`src/rtl/rgb_window_builder.sv`:
```
// Builds a 3x3 RGB neighbourhood window from a raster pixel stream
// using two line buffers and a 3-column shift register.
module rgb_window_builder #(
    parameter int BIT_PER_PIXEL = 8,
    parameter int IMG_WIDTH     = 64,
    parameter int IMG_HEIGHT    = 64
) (
    input  logic                       clk,
    input  logic                       reset,
    input  logic                       in_valid,
    output logic                       in_ready,
    input  logic                       in_sof,
    input  logic [BIT_PER_PIXEL-1:0]   in_red,
    input  logic [BIT_PER_PIXEL-1:0]   in_green,
    input  logic [BIT_PER_PIXEL-1:0]   in_blue,
    output logic                       out_valid,
    input  logic                       out_ready,
    output logic [9*BIT_PER_PIXEL-1:0] out_red,
    output logic [9*BIT_PER_PIXEL-1:0] out_green,
    output logic [9*BIT_PER_PIXEL-1:0] out_blue,
    output logic                       out_eof
);

    localparam int B  = BIT_PER_PIXEL;
    localparam int PW = 3 * B;
    localparam int CW = $clog2(IMG_WIDTH);
    localparam int RW = $clog2(IMG_HEIGHT);

    logic [CW-1:0] col_q, col_d, pos_col;
    logic [RW-1:0] row_q, row_d, pos_row;
    logic          out_valid_q, out_valid_d;
    logic          out_eof_q, out_eof_d;
    logic [PW-1:0] win_q [9];
    logic [PW-1:0] win_d [9];
    logic [PW-1:0] line0_mem [IMG_WIDTH];
    logic [PW-1:0] line1_mem [IMG_WIDTH];
    logic [PW-1:0] pix;
    logic          accept;
    logic          produce;
    logic          last_col;
    logic          last_row;

    assign in_ready = !out_valid_q || out_ready;
    assign accept   = in_valid && in_ready;
    assign pix      = {in_red, in_green, in_blue};

    always_comb begin
        pos_col     = in_sof ? '0 : col_q;
        pos_row     = in_sof ? '0 : row_q;
        last_col    = (pos_col == CW'(IMG_WIDTH - 1));
        last_row    = (pos_row == RW'(IMG_HEIGHT - 1));
        col_d       = col_q;
        row_d       = row_q;
        win_d       = win_q;
        produce     = accept && (pos_row >= RW'(2)) && (pos_col >= CW'(2));
        out_valid_d = out_valid_q;
        out_eof_d   = out_eof_q;

        if (accept) begin
            if (last_col) begin
                col_d = '0;
                row_d = last_row ? '0 : pos_row + RW'(1);
            end else begin
                col_d = pos_col + CW'(1);
                row_d = pos_row;
            end
            // Oldest column drops out on the left; newest enters at the right.
            win_d[0] = win_q[1];
            win_d[1] = win_q[2];
            win_d[2] = line0_mem[pos_col];
            win_d[3] = win_q[4];
            win_d[4] = win_q[5];
            win_d[5] = line1_mem[pos_col];
            win_d[6] = win_q[7];
            win_d[7] = win_q[8];
            win_d[8] = pix;
        end

        if (produce) begin
            out_valid_d = 1'b1;
            out_eof_d   = last_row && last_col;
        end else if (out_ready) begin
            out_valid_d = 1'b0;
            out_eof_d   = 1'b0;
        end
    end

    always_ff @(posedge clk) begin
        if (reset) begin
            col_q       <= '0;
            row_q       <= '0;
            out_valid_q <= 1'b0;
            out_eof_q   <= 1'b0;
            for (int k = 0; k < 9; k++) begin
                win_q[k] <= '0;
            end
        end else begin
            col_q       <= col_d;
            row_q       <= row_d;
            out_valid_q <= out_valid_d;
            out_eof_q   <= out_eof_d;
            for (int k = 0; k < 9; k++) begin
                win_q[k] <= win_d[k];
            end
        end
    end

    // Read-before-write: line1 ages into line0 as the new pixel lands.
    always_ff @(posedge clk) begin
        if (accept) begin
            line0_mem[pos_col] <= line1_mem[pos_col];
            line1_mem[pos_col] <= pix;
        end
    end

    assign out_valid = out_valid_q;
    assign out_eof   = out_eof_q;

    always_comb begin
        out_red   = '0;
        out_green = '0;
        out_blue  = '0;
        for (int k = 0; k < 9; k++) begin
            out_red[k*B +: B]   = win_q[k][2*B +: B];
            out_green[k*B +: B] = win_q[k][B +: B];
            out_blue[k*B +: B]  = win_q[k][0 +: B];
        end
    end

endmodule

```
`config.mk`:
```
export PLATFORM = sky130hd
export DESIGN_NAME = rgb_window_builder
export DESIGN_NICKNAME = d
export VERILOG_FILES = /design/src/rtl/rgb_window_builder.sv
export SDC_FILE = /design/constraint.sdc
export NUM_CORES = 2
export LEC_CHECK = 0
export CORE_ASPECT_RATIO = 1.75
export CORE_MARGIN = 1
export CORE_UTILIZATION = 25
export CTS_CLUSTER_DIAMETER = 100
export DETAILED_ROUTE_END_ITERATION = 12
export DONT_BUFFER_PORTS = 1
export HOLD_SLACK_MARGIN = 0.06
export PLACE_DENSITY_LB_ADDON = 0.2
export SETUP_SLACK_MARGIN = 0.1
export SYNTH_ARGS = -nofsm -noshare
export SYNTH_HDL_FRONTEND = slang
export SYNTH_SLANG_ARGS = --single-unit
```
`constraint.sdc`:
```
create_clock -name clk -period 4.5 [get_ports clk]
set_clock_uncertainty 0.05 [all_clocks]
set_input_delay 0.45 -clock clk [delete_from_list [all_inputs] [get_ports clk]]
set_output_delay 0.45 -clock clk [all_outputs]
set_load 0.02 [all_outputs]
```
**After elaboration in Yosys (flattened, before gate mapping)**

Memories as Yosys holds them, arrays and structs flattened. A register that Yosys moved wholly into a read port is not among the register bits.
Cells that the tools add are included.

- Bits in latches: 0
- Word-level logic and storage cells: 37
- Bits in read-only memories: 0
- Memories kept: 2
- Register bits after elaboration: 206
- Bits in writable memories: 3072
- Output and inout bits: 219

Memory list:

| name | depth | bits a word | read ports | clocked after Yosys merged registers in | write ports | RTL line | RTL |
|---|---|---|---|---|---|---|---|
| line0_mem | 64 | 24 | 1 | 1 | 1 | 35 | `logic [PW-1:0] line0_mem [IMG_WIDTH];` |
| line1_mem | 64 | 24 | 1 | 0 | 1 | 36 | `logic [PW-1:0] line1_mem [IMG_WIDTH];` |

- $add $sub $neg: 2
- $lt $le $gt $ge: 2
- Shifts and indexed selects: 0
- Div/mod/pow operators: 0
- Multiply operators: 0
- Eq/ne operators: 2
- Reductions and logical operators: 7
- Bitwise operators: 0
- Mux-type cells: 10

Operators by type and width:

| operator | number |
|---|---|
| $mux 6 | 5 |
| $add 6x1->6 const B | 2 |
| $eq 6x6->1 const B | 2 |
| $ge 6x2->1 const B | 2 |
| $mux 1 | 5 |
| $logic_and 1x1->1 | 4 |
| $reduce_bool 2->1 | 1 |
| $logic_not 1->1 | 1 |
| $logic_or 1x1->1 | 1 |

**Logic depth before layout (Yosys ltp)**

- Word-level depth: 6
- Mapped depth: 16
- Gate-level depth less buffers: 10

**Least setup slack after synthesis**

OpenSTA, ideal clock, no wires.

- Path kind: input to register
- From: input in_sof
- To: memory line0_mem[37][0] (netlist bit), enable pin
- Required time: 3.996 ns
- Stages on the path: 8
- Slack: 0.133 ns
- Arrival: 3.863 ns
- Path through: buf_2 buf_4 buf_4 nor3b_2 nand2_1 clkbuf_1 clkbuf_1 nor2_1

- Cells in the longest elaborated chain, start to end: 1

RTL lines:

| element | RTL line | RTL |
|---|---|---|
| from (decl) | 12 | `input logic in_sof,` |
| $mux 6 | 48 | `pos_col = in_sof ? '0 : col_q;` |
| to (decl) | 35 |  |

Every way passes these cells.

**Final worst setup path**

- From: register col_q[2]
- To: memory line0_mem[50][22] (netlist bit), data pin

- Cells in the longest elaborated chain, start to end: 2

RTL lines:

| element | RTL line | RTL |
|---|---|---|
| from (decl) | 29 | `logic [CW-1:0] col_q, col_d, pos_col;` |
| from (signal assigned) | 98 | `col_q <= col_d;` |
| $mux 6 | 48 |  |
| $mem_v2 64x24 | - |  |

Every way passes these cells.

==> flow_summary.ini <==
[place]
placement.setup.worst_slack_ns = 0.0896
placed_cells = 14553
dp_hpwl_microns = 369000
io_buffers = 0
gp_congestion = 0.869

[critical_path]
worstPathCellList = buf_4 -> inv_6 -> a22o_1 -> a222oi_1 -> a21oi_1 -> nor3_2 -> buf_4 -> nand3_2 -> buf_12
crit_path_start_kind = flop
cp_max_fo = 64
cp_top_family = compound AO/OA/AOI/OAI gates
arrival_ns = 4.97
worstSetupPathType = reg -> reg
cp.required_ns = 5.00
endpoint_kind = flop
max_stage_delay_ns = 0.64
path_buf_inv = 4
path_common_cell = buf_4
cp_slowest_cell = a222oi_1

[die]
coreArea_sq_mm = 0.507
die_x_microns = 542
dieArea_sq_mm = 0.513
die_h_microns = 947
rows = 346
initial_utilization_pct = 25.1
num_io_pins = 248

[clock_tree]
post-cts-setup-buffers = 0
clk-insertion-delay-late_ns = 0.95
cts_buffer_depth = 4
cts_buffers = 298
cts_tree = yes
root_buffer = clkbuf_16
htree_levels = 5
clk_pin_slew_ns = 0.07
clock-sinks = 3302

[route]
firstDrtPassIters = 9
drtAntennaViolNets = 0
avgViaCountPerCell = 5.43
drtIter0Drc = 10351
drc_errors = 0
finalWirelength_microns = 617000
drt-wirelength-per-cell_microns = 40.6
vias = 82390

[synthesis]
synth.distinct_cells = 90
synth_ff_type = edfxtp_1
synth-seq-cells = 3302
syn_area_per_cell_sq_um = 16.4
syn_area_sq_mm = 0.127
synth_cells = 7763
synth_nets = 7796
synth_edf_count = 3072
ys_warn_count = 0
synth_seq_area_share_pct = 76.0
async_flop_share_pct = 0

[final_layout]
nets = 8162
finalNonFillerCells = 15177
fill_cells = 50427
area_growth_pct = 18.8
multi_input_area_sq_mm = 0.0283
final-seq-area_sq_mm = 0.0969
drive_gt1_share_pct = 16.1
final_util_pct = 29.8

[grt]
grtUsageMet3_pct = 3.87
gr-total-overflow = 0
grt_pass1_wl_microns = 798000
busiest_layer = met2
use_met1_pct = 25.5
grt_max_degree = 279
grt_pass1_vias = 79686
grt_util_all_layers_pct = 23.4
met2_usage_pct = 41.3
grt_antenna_before_repair = 31

[power_and_ir_drop]
ir_drop_v = 0.000302
p_leak_uw = 0.0459
p_per_area_mw_per_mm2 = 426

[timing]
relSlewSlack_pct = -20.4
fin_crit_ns = 4.47
setup_viol = 0
tns_ns = 0
slew_violations = 90
max_freq_mhz = 224
setup_ws_ns = 0.0306
finalHoldViolations = 0
worst_pin_slew_ns = 1.81
period_share_pct = 99.3
rsz0062_at_grt = no

[worst_hold_path]
min_path_type = in -> reg

[run_status]
status = complete, but fails checks
violations = max-slew violations

[job]
drv_cap = 0
## synthesized netlist by cell type (58+ instances only)
master | count | area, sq um
mux2_2 | 98 | 1100
mux4_2 | 69 | 1550
o221ai_1 | 106 | 928
a21oi_1 | 476 | 2380
edfxtp_1 | 3072 | 92200
mux2i_1 | 605 | 6060
buf_2 | 159 | 796
a22oi_1 | 307 | 2300
clkbuf_1 | 225 | 845
buf_4 | 90 | 676
a211oi_1 | 87 | 653
o22ai_1 | 238 | 1490
a22o_1 | 62 | 543
o21ai_0 | 202 | 1010
dfxtp_1 | 230 | 4600
buf_6 | 58 | 653
nand2_1 | 581 | 2180
nor2_1 | 298 | 1120
a221oi_1 | 136 | 1190
## worst min-delay path, cell delays in order
cell	delay (ns)
nand2_4	0.18
a31oi_1	0.18
o21ai_0	0.18
a21oi_1	0.09
## metrics by stage
step / instance area, sq um / power (uW) / hold slack, ns
after floorplan: 127000 / 36600 / 0.416
after global placement: 141000 / 38300 / 0.435
after detailed placement: 141000 / 38400 / 0.445
after CTS: 151000 / 64800 / 0.0624
after global routing: 151000 / 65800 / 0.133
final: 151000 / 64500 / 0.154
## timing repair
action / CTS / global route
hold buffers: 62 / 0
endpoints found under the setup margin: 64 / 13
hold endpoints to repair: 1766 / 0
gates resized for setup: 1 / 1
## worst paths after layout
kind                                from  depth (start not counted)                end  slack, ns
worst min register to register  row_q[4]                          2           row_q[4]       0.46
worst max-delay path            col_q[2]                          9  line0_mem[50][22]       0.03
worst min-delay path            in_valid                          4          out_valid       0.15
worst max register to register  col_q[2]                          9  line0_mem[50][22]       0.03
## cells by family after synthesis
kind of cell	count (synthesis)	synth area share [%]
flops	3302	76.0
compound gates	1963	10.6
simple gates	1138	3.98
mux	782	6.93
buf+inv	574	2.45
fa+ha+maj	4	0.0393
## flip-flops by register name, indices dropped and copies added (netlist names)
register and cells:
out_green 72, line1_mem 1536, out_blue 72, out_valid 1, out_eof 1, col_q 6, row_q 6, line0_mem 1536
out_red 72
## placed cells by master, fill, tap and decap left out, drive strengths merged, types with 33 or more instances in the layout
| master | instances |
|---|---|
| edfxtp | 3072 |
| mux2i | 605 |
| buf | 594 |
| nand2 | 581 |
| a21oi | 476 |
| clkbuf | 379 |
| a22oi | 307 |
| nor2 | 299 |
| o22ai | 238 |
| dfxtp | 230 |
| o21ai | 210 |
| a221oi | 136 |
| mux2 | 108 |
| o221ai | 106 |
| clkinv | 102 |
| a211oi | 87 |
| mux4 | 69 |
| a22o | 62 |
| a2111oi | 48 |
| o211ai | 44 |
| nand3b | 41 |
| nor3 | 41 |
| nand3 | 39 |
| a222oi | 37 |
| dlygate4sd3 | 36 |
| diode | 33 |
## metal layers
metal / vias to the layer above / wire (microns)
li1: 31937 / -
met1: 44422 / 213000
met2: 4587 / 311000
met3: 1434 / 43100
met4: 10 / 49400
met5: - / 79
## power by group
| part | internal [uW] | switching [uW] |
|---|---|---|
| clock network | 14300 | 12100 |
| logic | 1080 | 2800 |
| registers | 33900 | 360 |
## area by class of cell
cell class,count,share of cell area (%)
Antenna cell,33,0.0545
Clock buffer,379,5.31
Clock inverter,150,0.993
Inverter,10,0.0364
Multi-Input combinational cell,3887,18.7
Sequential cell,3302,64.0
Tap cell,6786,5.61
Timing Repair Buffer,630,5.31
No activity file was read; power rests on OpenSTA's default activity.
